==> src/rtl/uart_pkg.sv <==
// Shared encodings for the memory-mapped UART transmitter: FSM states,
// register offsets and STATUS bit positions.
package uart_pkg;

  typedef enum logic [1:0] {
    S_IDLE  = 2'd0,
    S_START = 2'd1,
    S_DATA  = 2'd2,
    S_STOP  = 2'd3
  } state_t;

  localparam logic [3:0] OFF_TXDATA  = 4'h0;
  localparam logic [3:0] OFF_STATUS  = 4'h4;
  localparam logic [3:0] OFF_BAUDDIV = 4'h8;

  localparam int ST_BUSY  = 0;
  localparam int ST_FULL  = 1;
  localparam int ST_EMPTY = 2;
  localparam int ST_OVF   = 3;

  // A divisor of zero would stall the baud counter, so it is stored as 1.
  function automatic logic [15:0] fix_div(input logic [15:0] d);
    return (d == 16'd0) ? 16'd1 : d;
  endfunction

endpackage

==> src/rtl/sync_fifo.sv <==
// Synchronous FIFO with one extra pointer bit to tell full from empty.
// Pushes while full and pops while empty are ignored.
module sync_fifo #(
  parameter int WIDTH = 8,
  parameter int DEPTH = 4
) (
  input  logic             clk,
  input  logic             rst,
  input  logic             push,
  input  logic [WIDTH-1:0] din,
  input  logic             pop,
  output logic [WIDTH-1:0] dout,
  output logic             full,
  output logic             empty
);
  localparam int AW = $clog2(DEPTH);
  localparam logic [AW:0] PTR_ONE = 1;

  logic [AW:0]      wr_ptr, rd_ptr;
  logic [WIDTH-1:0] mem [DEPTH];

  assign empty = (wr_ptr == rd_ptr);
  assign full  = (wr_ptr[AW] != rd_ptr[AW]) && (wr_ptr[AW-1:0] == rd_ptr[AW-1:0]);
  assign dout  = mem[rd_ptr[AW-1:0]];

  always_ff @(posedge clk or posedge rst) begin
    if (rst) begin
      wr_ptr <= '0;
      rd_ptr <= '0;
    end else begin
      if (push && !full) wr_ptr <= wr_ptr + PTR_ONE;
      if (pop && !empty) rd_ptr <= rd_ptr + PTR_ONE;
    end
  end

  always_ff @(posedge clk) begin
    if (push && !full) mem[wr_ptr[AW-1:0]] <= din;
  end

endmodule

==> src/rtl/mmio_uart_tx.sv <==
// Memory-mapped 8N1 UART transmitter: register decode, TX FIFO and
// serialiser FSM driving a single tx line.
module mmio_uart_tx
  import uart_pkg::*;
#(
  parameter logic [31:0] BASE_ADDR   = 32'h1000_0000,
  parameter int          FIFO_DEPTH  = 4,
  parameter logic [15:0] DEFAULT_DIV = 16'd868
) (
  input  logic        clk,
  input  logic        rst,
  input  logic [31:0] data_addr,
  input  logic [31:0] data_wdata,
  input  logic [3:0]  data_we,
  output logic [31:0] data_rdata,
  output logic        hit,
  output logic        tx
);
  logic [3:0]  off;
  logic        wr_tx, wr_st, wr_div;
  logic        fifo_full, fifo_empty, pop;
  logic [7:0]  fifo_dout;
  logic        ovf;
  logic [15:0] div;
  logic        unused_bits;

  state_t      state, state_nx;
  logic [15:0] baud_cnt, baud_nx;
  logic [2:0]  bit_idx, bit_nx;
  logic [7:0]  shift, shift_nx;
  logic        bit_end, busy;

  assign hit    = (data_addr[31:4] == BASE_ADDR[31:4]);
  assign off    = data_addr[3:0];
  assign wr_tx  = hit && (off == OFF_TXDATA) && data_we[0];
  assign wr_st  = hit && (off == OFF_STATUS) && data_we[0];
  assign wr_div = hit && (off == OFF_BAUDDIV) && (data_we[1:0] != 2'b00);
  assign unused_bits = ^{data_wdata[31:16], data_we[3:2]};

  sync_fifo #(.WIDTH(8), .DEPTH(FIFO_DEPTH)) u_fifo (
    .clk   (clk),
    .rst   (rst),
    .push  (wr_tx),
    .din   (data_wdata[7:0]),
    .pop   (pop),
    .dout  (fifo_dout),
    .full  (fifo_full),
    .empty (fifo_empty)
  );

  always_ff @(posedge clk or posedge rst) begin
    if (rst) begin
      ovf <= 1'b0;
      div <= DEFAULT_DIV;
    end else begin
      // A push into a full FIFO is lost even if the FSM pops this cycle.
      if (wr_tx && fifo_full)             ovf <= 1'b1;
      else if (wr_st && data_wdata[ST_OVF]) ovf <= 1'b0;
      if (wr_div)
        div <= fix_div({data_we[1] ? data_wdata[15:8] : div[15:8],
                        data_we[0] ? data_wdata[7:0]  : div[7:0]});
    end
  end

  assign busy = (state != S_IDLE);

  always_comb begin
    data_rdata = 32'd0;
    if (hit) begin
      case (off)
        OFF_STATUS:  data_rdata = {28'd0, ovf, fifo_empty, fifo_full, busy};
        OFF_BAUDDIV: data_rdata = {16'd0, div};
        default:     data_rdata = 32'd0;
      endcase
    end
  end

  always_ff @(posedge clk or posedge rst) begin
    if (rst) begin
      state    <= S_IDLE;
      baud_cnt <= '0;
      bit_idx  <= '0;
      shift    <= '0;
    end else begin
      state    <= state_nx;
      baud_cnt <= baud_nx;
      bit_idx  <= bit_nx;
      shift    <= shift_nx;
    end
  end

  // Each bit lasts div cycles; the counter reloads from the live divisor
  // at every bit boundary, so divisor writes apply from the next bit.
  assign bit_end = (baud_cnt == 16'd0);

  always_comb begin
    state_nx = state;
    baud_nx  = baud_cnt;
    bit_nx   = bit_idx;
    shift_nx = shift;
    pop      = 1'b0;
    tx       = 1'b1;
    case (state)
      S_IDLE: begin
        if (!fifo_empty) begin
          pop      = 1'b1;
          shift_nx = fifo_dout;
          baud_nx  = div - 16'd1;
          state_nx = S_START;
        end
      end
      S_START: begin
        tx = 1'b0;
        if (bit_end) begin
          baud_nx  = div - 16'd1;
          bit_nx   = 3'd0;
          state_nx = S_DATA;
        end else begin
          baud_nx = baud_cnt - 16'd1;
        end
      end
      S_DATA: begin
        tx = shift[0];
        if (bit_end) begin
          baud_nx  = div - 16'd1;
          shift_nx = {1'b0, shift[7:1]};
          if (bit_idx == 3'd7) state_nx = S_STOP;
          else                 bit_nx   = bit_idx + 3'd1;
        end else begin
          baud_nx = baud_cnt - 16'd1;
        end
      end
      S_STOP: begin
        if (bit_end) begin
          if (!fifo_empty) begin
            pop      = 1'b1;
            shift_nx = fifo_dout;
            baud_nx  = div - 16'd1;
            state_nx = S_START;
          end else begin
            state_nx = S_IDLE;
          end
        end else begin
          baud_nx = baud_cnt - 16'd1;
        end
      end
      default: state_nx = S_IDLE;
    endcase
  end

endmodule

==> config.mk <==
export PLATFORM = sky130hd
export DESIGN_NAME = mmio_uart_tx
export DESIGN_NICKNAME = d
export VERILOG_FILES = /design/src/rtl/uart_pkg.sv /design/src/rtl/sync_fifo.sv /design/src/rtl/mmio_uart_tx.sv
export SDC_FILE = /design/constraint.sdc
export NUM_CORES = 1
export LEC_CHECK = 0
export CORE_AREA = 2 2 117 119
export CTS_BUF_LIST = sky130_fd_sc_hd__clkbuf_4 sky130_fd_sc_hd__clkbuf_8 sky130_fd_sc_hd__clkbuf_16
export CTS_CLUSTER_DIAMETER = 40
export DETAILED_ROUTE_END_ITERATION = 10
export DIE_AREA = 0 0 119 121
export HOLD_SLACK_MARGIN = 0.06
export SETUP_SLACK_MARGIN = 0.2
export SLEW_MARGIN = 10
export SYNTH_ARGS = -nofsm -noshare
export SYNTH_HDL_FRONTEND = slang
export SYNTH_SLANG_ARGS = --single-unit
export TNS_END_PERCENT = 100
==> constraint.sdc <==
create_clock -name clk -period 4.71 [get_ports clk]
set_input_delay 1.413 -clock clk [delete_from_list [all_inputs] [get_ports clk]]
set_output_delay 1.413 -clock clk [all_outputs]
set_load 0.005 [all_outputs]
Word level (Yosys, flattened, before mapping):

Memory sizes are Yosys's and may differ from the RTL's.
Cells that the tools add are included.

* add/sub/neg operators: 5
* equality and inequality tests: 16
* muxes and demuxes: 32
* reduce and logical (&&, ||, !) cells: 26

Operators by type and width (count)
* two-way mux 16 bit: 5
* one-hot mux 16 bit (3 select lines): 1
* two-way mux 8 bit: 5
* logical NOT 16 bit: 2
* one-hot mux 16 bit (2 select lines): 1
* subtractor 16 x 1 -> 16 bit, second input constant: 2
* == test 28 x 25 -> 1 bit, second input constant: 1
* one-hot mux 8 bit (3 select lines): 1
* inequality test 2 bit, second input constant: 6
* logical AND 1 bit: 11
* two-way mux 2 bit: 5
* adder 3 x 1 -> 3 bit, second input constant: 3
* two-way mux 3 bit: 3
* one-hot mux 2 bit (4 select lines): 1
* nonzero test 2 bit: 4
* two-way mux 1 bit: 7
* one-hot mux 3 bit (2 select lines): 1
* AND reduction 5 bit: 1
* == test 2 bit, second input constant: 2
* == test 4 x 3 -> 1 bit, second input constant: 1
* == test 4 bit, second input constant: 1
* logical NOT 4 bit: 1
* one-hot mux 1 bit (2 select lines): 2
* AND reduction 4 bit: 1
* other kinds (10): 11

* register bits: 52
* memory bits (writable): 32
* input bits: 70
* output and inout port bits: 34
* logic and storage cells: 88
* memories kept: 1

Memories
* u_fifo.mem: depth 4, bits a word 8, read ports 1, clocked after Yosys merged registers in 0, wr ports 1, line sync_fifo.sv:20 `logic [WIDTH-1:0] mem [DEPTH];`

Depth between registers and ports, before layout:

* depth in word-level cells: 6
* depth in mapped cells: 10
* mapped depth without buffers: 8

By module:

Synthesis repeated with hierarchy kept, for this count alone.

* cells, all modules: 507
* area total of the unflattened synthesis: 5138.7 um2

By module, submodules not included
* mmio_uart_tx: instances 1, cells each 416, area each 3480.8 um2, seq. area each 1157.4 um2
* sync_fifo: instances 1, cells each 91, area each 1657.8 um2, seq. area each 1111.1 um2

Worst setup path after synthesis:

No wires, ideal clock.

* path type: in2out
* start point: in data_addr[6]
* end point: out data_rdata[0]
* data arrival time: 2.826 ns
* required time: 3.297 ns
* setup slack: 0.471 ns
* cell stages on the path: 5
* buffers on the path: 0
* cell sequence: nor4_2 -> nand4_1 -> or4_4 -> nor3b_1 -> a22o_1

* word-level cells in the longest chain between the ends: 2

Ends and longest elaborated chain
* from (decl): line mmio_uart_tx.sv:12 `input logic [31:0] data_addr,`
* == test 28 x 25 -> 1 bit: line mmio_uart_tx.sv:33 `assign hit = (data_addr[31:4] == BASE_ADDR[31:4]);`
* two-way mux 16 bit: line mmio_uart_tx.sv:69 `if (hit) begin`
* to (decl): line mmio_uart_tx.sv:15 `output logic [31:0] data_rdata,`

No other way between the ends.

Worst setup path after layout:

* start point: in data_addr[31]
* end point: out data_rdata[2]

Same word-level chain as after synthesis.

==> impl_metrics.json <==
{
  "ys_types": 68,
  "ant_nets": 0,
  "cts_buffers": 9,
  "timing.rr.end": "u_fifo.rd_ptr[1]",
  "p_per_area_nw_per_um2": 266,
  "grt_max_degree": 31,
  "vias": 4116,
  "drive_gt1_frac": 0.195,
  "r2r_slack_ps": 2090,
  "period_needed_ps": 4470,
  "slew_violations": 0,
  "crit_fanout": 4,
  "grt_pass1_vias": 4015,
  "synth.cell_area_um2": 5170,
  "critPathSlowestCell": "or4_4",
  "p_leak_uw": 0.00264,
  "synth_seq_cells": 84,
  "first_iter_violations": 247,
  "peakVddDrop_uv": 180,
  "yosysSeqAreaShare": 0.438,
  "synthAdderAreaFrac": 0.0339,
  "fillCellCount": 1253,
  "skew_ps": 6.07,
  "io_buffers": 69,
  "syn_area_per_cell_um2": 10.5,
  "synth_warnings": 0,
  "worstHoldPathCells": 2,
  "crit_path_cell_trace": "clkbuf_2 -> nor4_1 -> nand3_1 -> or4_4 -> nor3b_2 -> buf_4 -> a22o_1 -> buf_2",
  "slew_headroom": 0.513,
  "place_ws_ps": -535,
  "clock-root-buffer": "clkbuf_16",
  "io_pins": 104,
  "hold_viol_final": 0,
  "synth.top_cells.by_count": "47 x dfrtp_1, 40 x nor2_1, 35 x nand2_1",
  "setup_viol": 0,
  "rsz0062_at_grt": "yes",
  "synth_top_family_by_area": "simple AND/OR/NAND/NOR gates",
  "clk_transition_reported_paths_ps": 70,
  "postSynthCellCount": 493,
  "setup_slack_ps": 236,
  "drt_wl_total_mm": 12.6,
  "place_inst": 730,
  "layoutNonFillerInstCount": 749,
  "synth_edf_count": 32,
  "hold_path_class": "flip-flop to flip-flop",
  "synthMostInstantiatedCell": "dfrtp_1",
  "synth-simple-area-share": 0.179,
  "core_area_um2": 13100,
  "crit_path_end_kind": "output port",
  "post-route-drc-count": 0,
  "finalPower_uw": 1680,
  "synth_compound_area_frac": 0.155,
  "ys_top_cells_by_area": "dfrtp_1 23%, edfxtp_1 19%, mux4_2 3.5%",
  "cts.sinks": 84,
  "area_delta_synth_final_pct": 21.8,
  "die_x_um": 119,
  "cts_tree": "built",
  "slowest_delay_ps": 560,
  "worstHoldStart": "shift[0]",
  "worstSetupStartpointType": "input port",
  "yosysTopAreaCellShare": 0.227,
  "antenna_found_initial": 0,
  "vias_per_cell": 5.50,
  "worstMarginPinSlew_ps": 730,
  "crit_family": "simple AND/OR/NAND/NOR gates",
  "period_share": 0.950,
  "holdPathEnd": "shift[0]",
  "grt_pass1_wl_mm": 20.5,
  "insertion_delay_ps": 350,
  "critical_path_class": "input port to output port",
  "status": "finished, final reports clean",
  "cts_buffer_depth": 2,
  "rows": 42,
  "die_y_um": 121,
  "dpl.hpwl_mm": 9.15,
  "hold-worst-slack_ps": 478,
  "critPathBufInv": 3,
  "post-route-util": 0.481,
  "drtPass1Iterations": 5,
  "async_reset_ff_frac": 0.619,
  "diodes": 0,
  "nets": 652,
  "grt.total_usage": 0.180,
  "gr-total-overflow": 0,
  "synth.area.mux_share": 0.0788,
  "place_congestion": 0.871,
  "critical_path_arrival_ps": 3060,
  "cp.required_ps": 3300,
  "die-area_um2": 14400,
  "h-tree-depth": 3,
  "initial_utilization": 0.395,
  "wl_per_cell_um": 16.8,
  "yosysTopAreaCell": "dfrtp_1",
  "ys_dominant_reg_cell": "dfrtp_1",
  "rr_worst_depth": 7,
  "yosys.area_share.xor_xnor": 0.0542,
  "hold_buffers": 0,
  "reg2reg_from": "baud_cnt[0]",
  "fmax_ghz": 0.224,
  "cap_violations": 0
}
## cells by family after synthesis
logic type	after synthesis
XOR/XNOR	32
multiplexers	29
AO/OA/AOI/OAI	118
adder cells (fa/ha/maj)	14
AND/OR/NAND/NOR	155
buffers and inverters	60
other	1
flip-flops	84
## tightest hold or removal path, delay by kind of cell, from the launching register on
kind / cells / cell delay, ps
simple gates: 1 / 40
flops: 1 / 340
compound gates: 1 / 60
## final cells by class
cell class / count / area, µm² / share of cell area
clock buffers: 9 / 225 / 0.0357
flip-flops and latches: 84 / 2270 / 0.360
multi-input cells: 364 / 2700 / 0.429
repair buffers: 89 / 736 / 0.117
well taps: 176 / 220 / 0.0350
inverters: 20 / 75.1 / 0.0119
clock inverters: 7 / 75.1 / 0.0119
## what timing repair did
item,in CTS,in global routing
gates resized for setup,111,23
buffers inserted,2,0
setup endpoints to repair,17,11
pin swaps,13,8
gates cloned,1,0
## worst max path at each step
stage                       start       endpoint  slack [ps]  cells after the start
finish              data_addr[31]  data_rdata[2]         240                      8
global route        data_addr[28]  data_rdata[0]         130                      8
CTS                 data_addr[10]  data_rdata[0]         180                      8
detailed placement  data_addr[14]  data_rdata[0]        -530                      8
global placement    data_addr[14]  data_rdata[2]        -560                      8
floorplan            data_addr[6]  data_rdata[0]         470                      5
## sequential cells by signal, summed over array words and instances (netlist names)
name           count
ovf                1
u_fifo.wr_ptr      3
state              2
baud_cnt          16
u_fifo.rd_ptr      3
u_fifo.mem        32
shift              8
bit_idx            3
div               16
## per-layer routing
metal	GRT usage	part of all wire
met2	0.298	0.49
met1	0.239	0.44
met4	0.0662	0.015
met3	0.0277	0.054
met5	0	0
## per-stage QoR
step	instance area, µm²	TNS [ps]
floorplan	5230	0
global placement	6030	-5260
detailed placement	6030	-5470
CTS	6310	0
global route	6300	0
finish	6300	0
## layout by cell type (no fill, tap or decap), drive strengths merged, types with 4 or more instances in the layout
master         synthesis  layout
nor3                  11      11
clkinv                 1       5
o21ai                 28      28
clkdlybuf4s15          0       7
dlygate4sd2            0      11
nand3                  8       8
inv                   19      21
conb                   1      16
o21a                   7       7
mux4                   8       8
o31ai                  5       5
clkbuf                14      18
dfstp                  5       5
mux2                  11      11
edfxtp                32      32
o22ai                  7       7
nor3b                  4       4
xor2                  14      14
a22o                  10      10
dfrtp                 47      47
a21oi                 27      27
xnor2                 18      18
clkdlybuf4s50          0      25
mux2i                 10      10
a32o                   8       8
buf                   26      37
ha                    14      14
nor2                  41      41
nand4                  7       7
nor4                  13      13
and2                  13      13
nand2                 36      36
a221oi                 5       5
## report_power, final
group	internal [µW]	switching [µW]
clock	415	307
combinational	69.9	90.1
sequential	782	15.2
No activity file was read; power rests on OpenSTA's default activity.
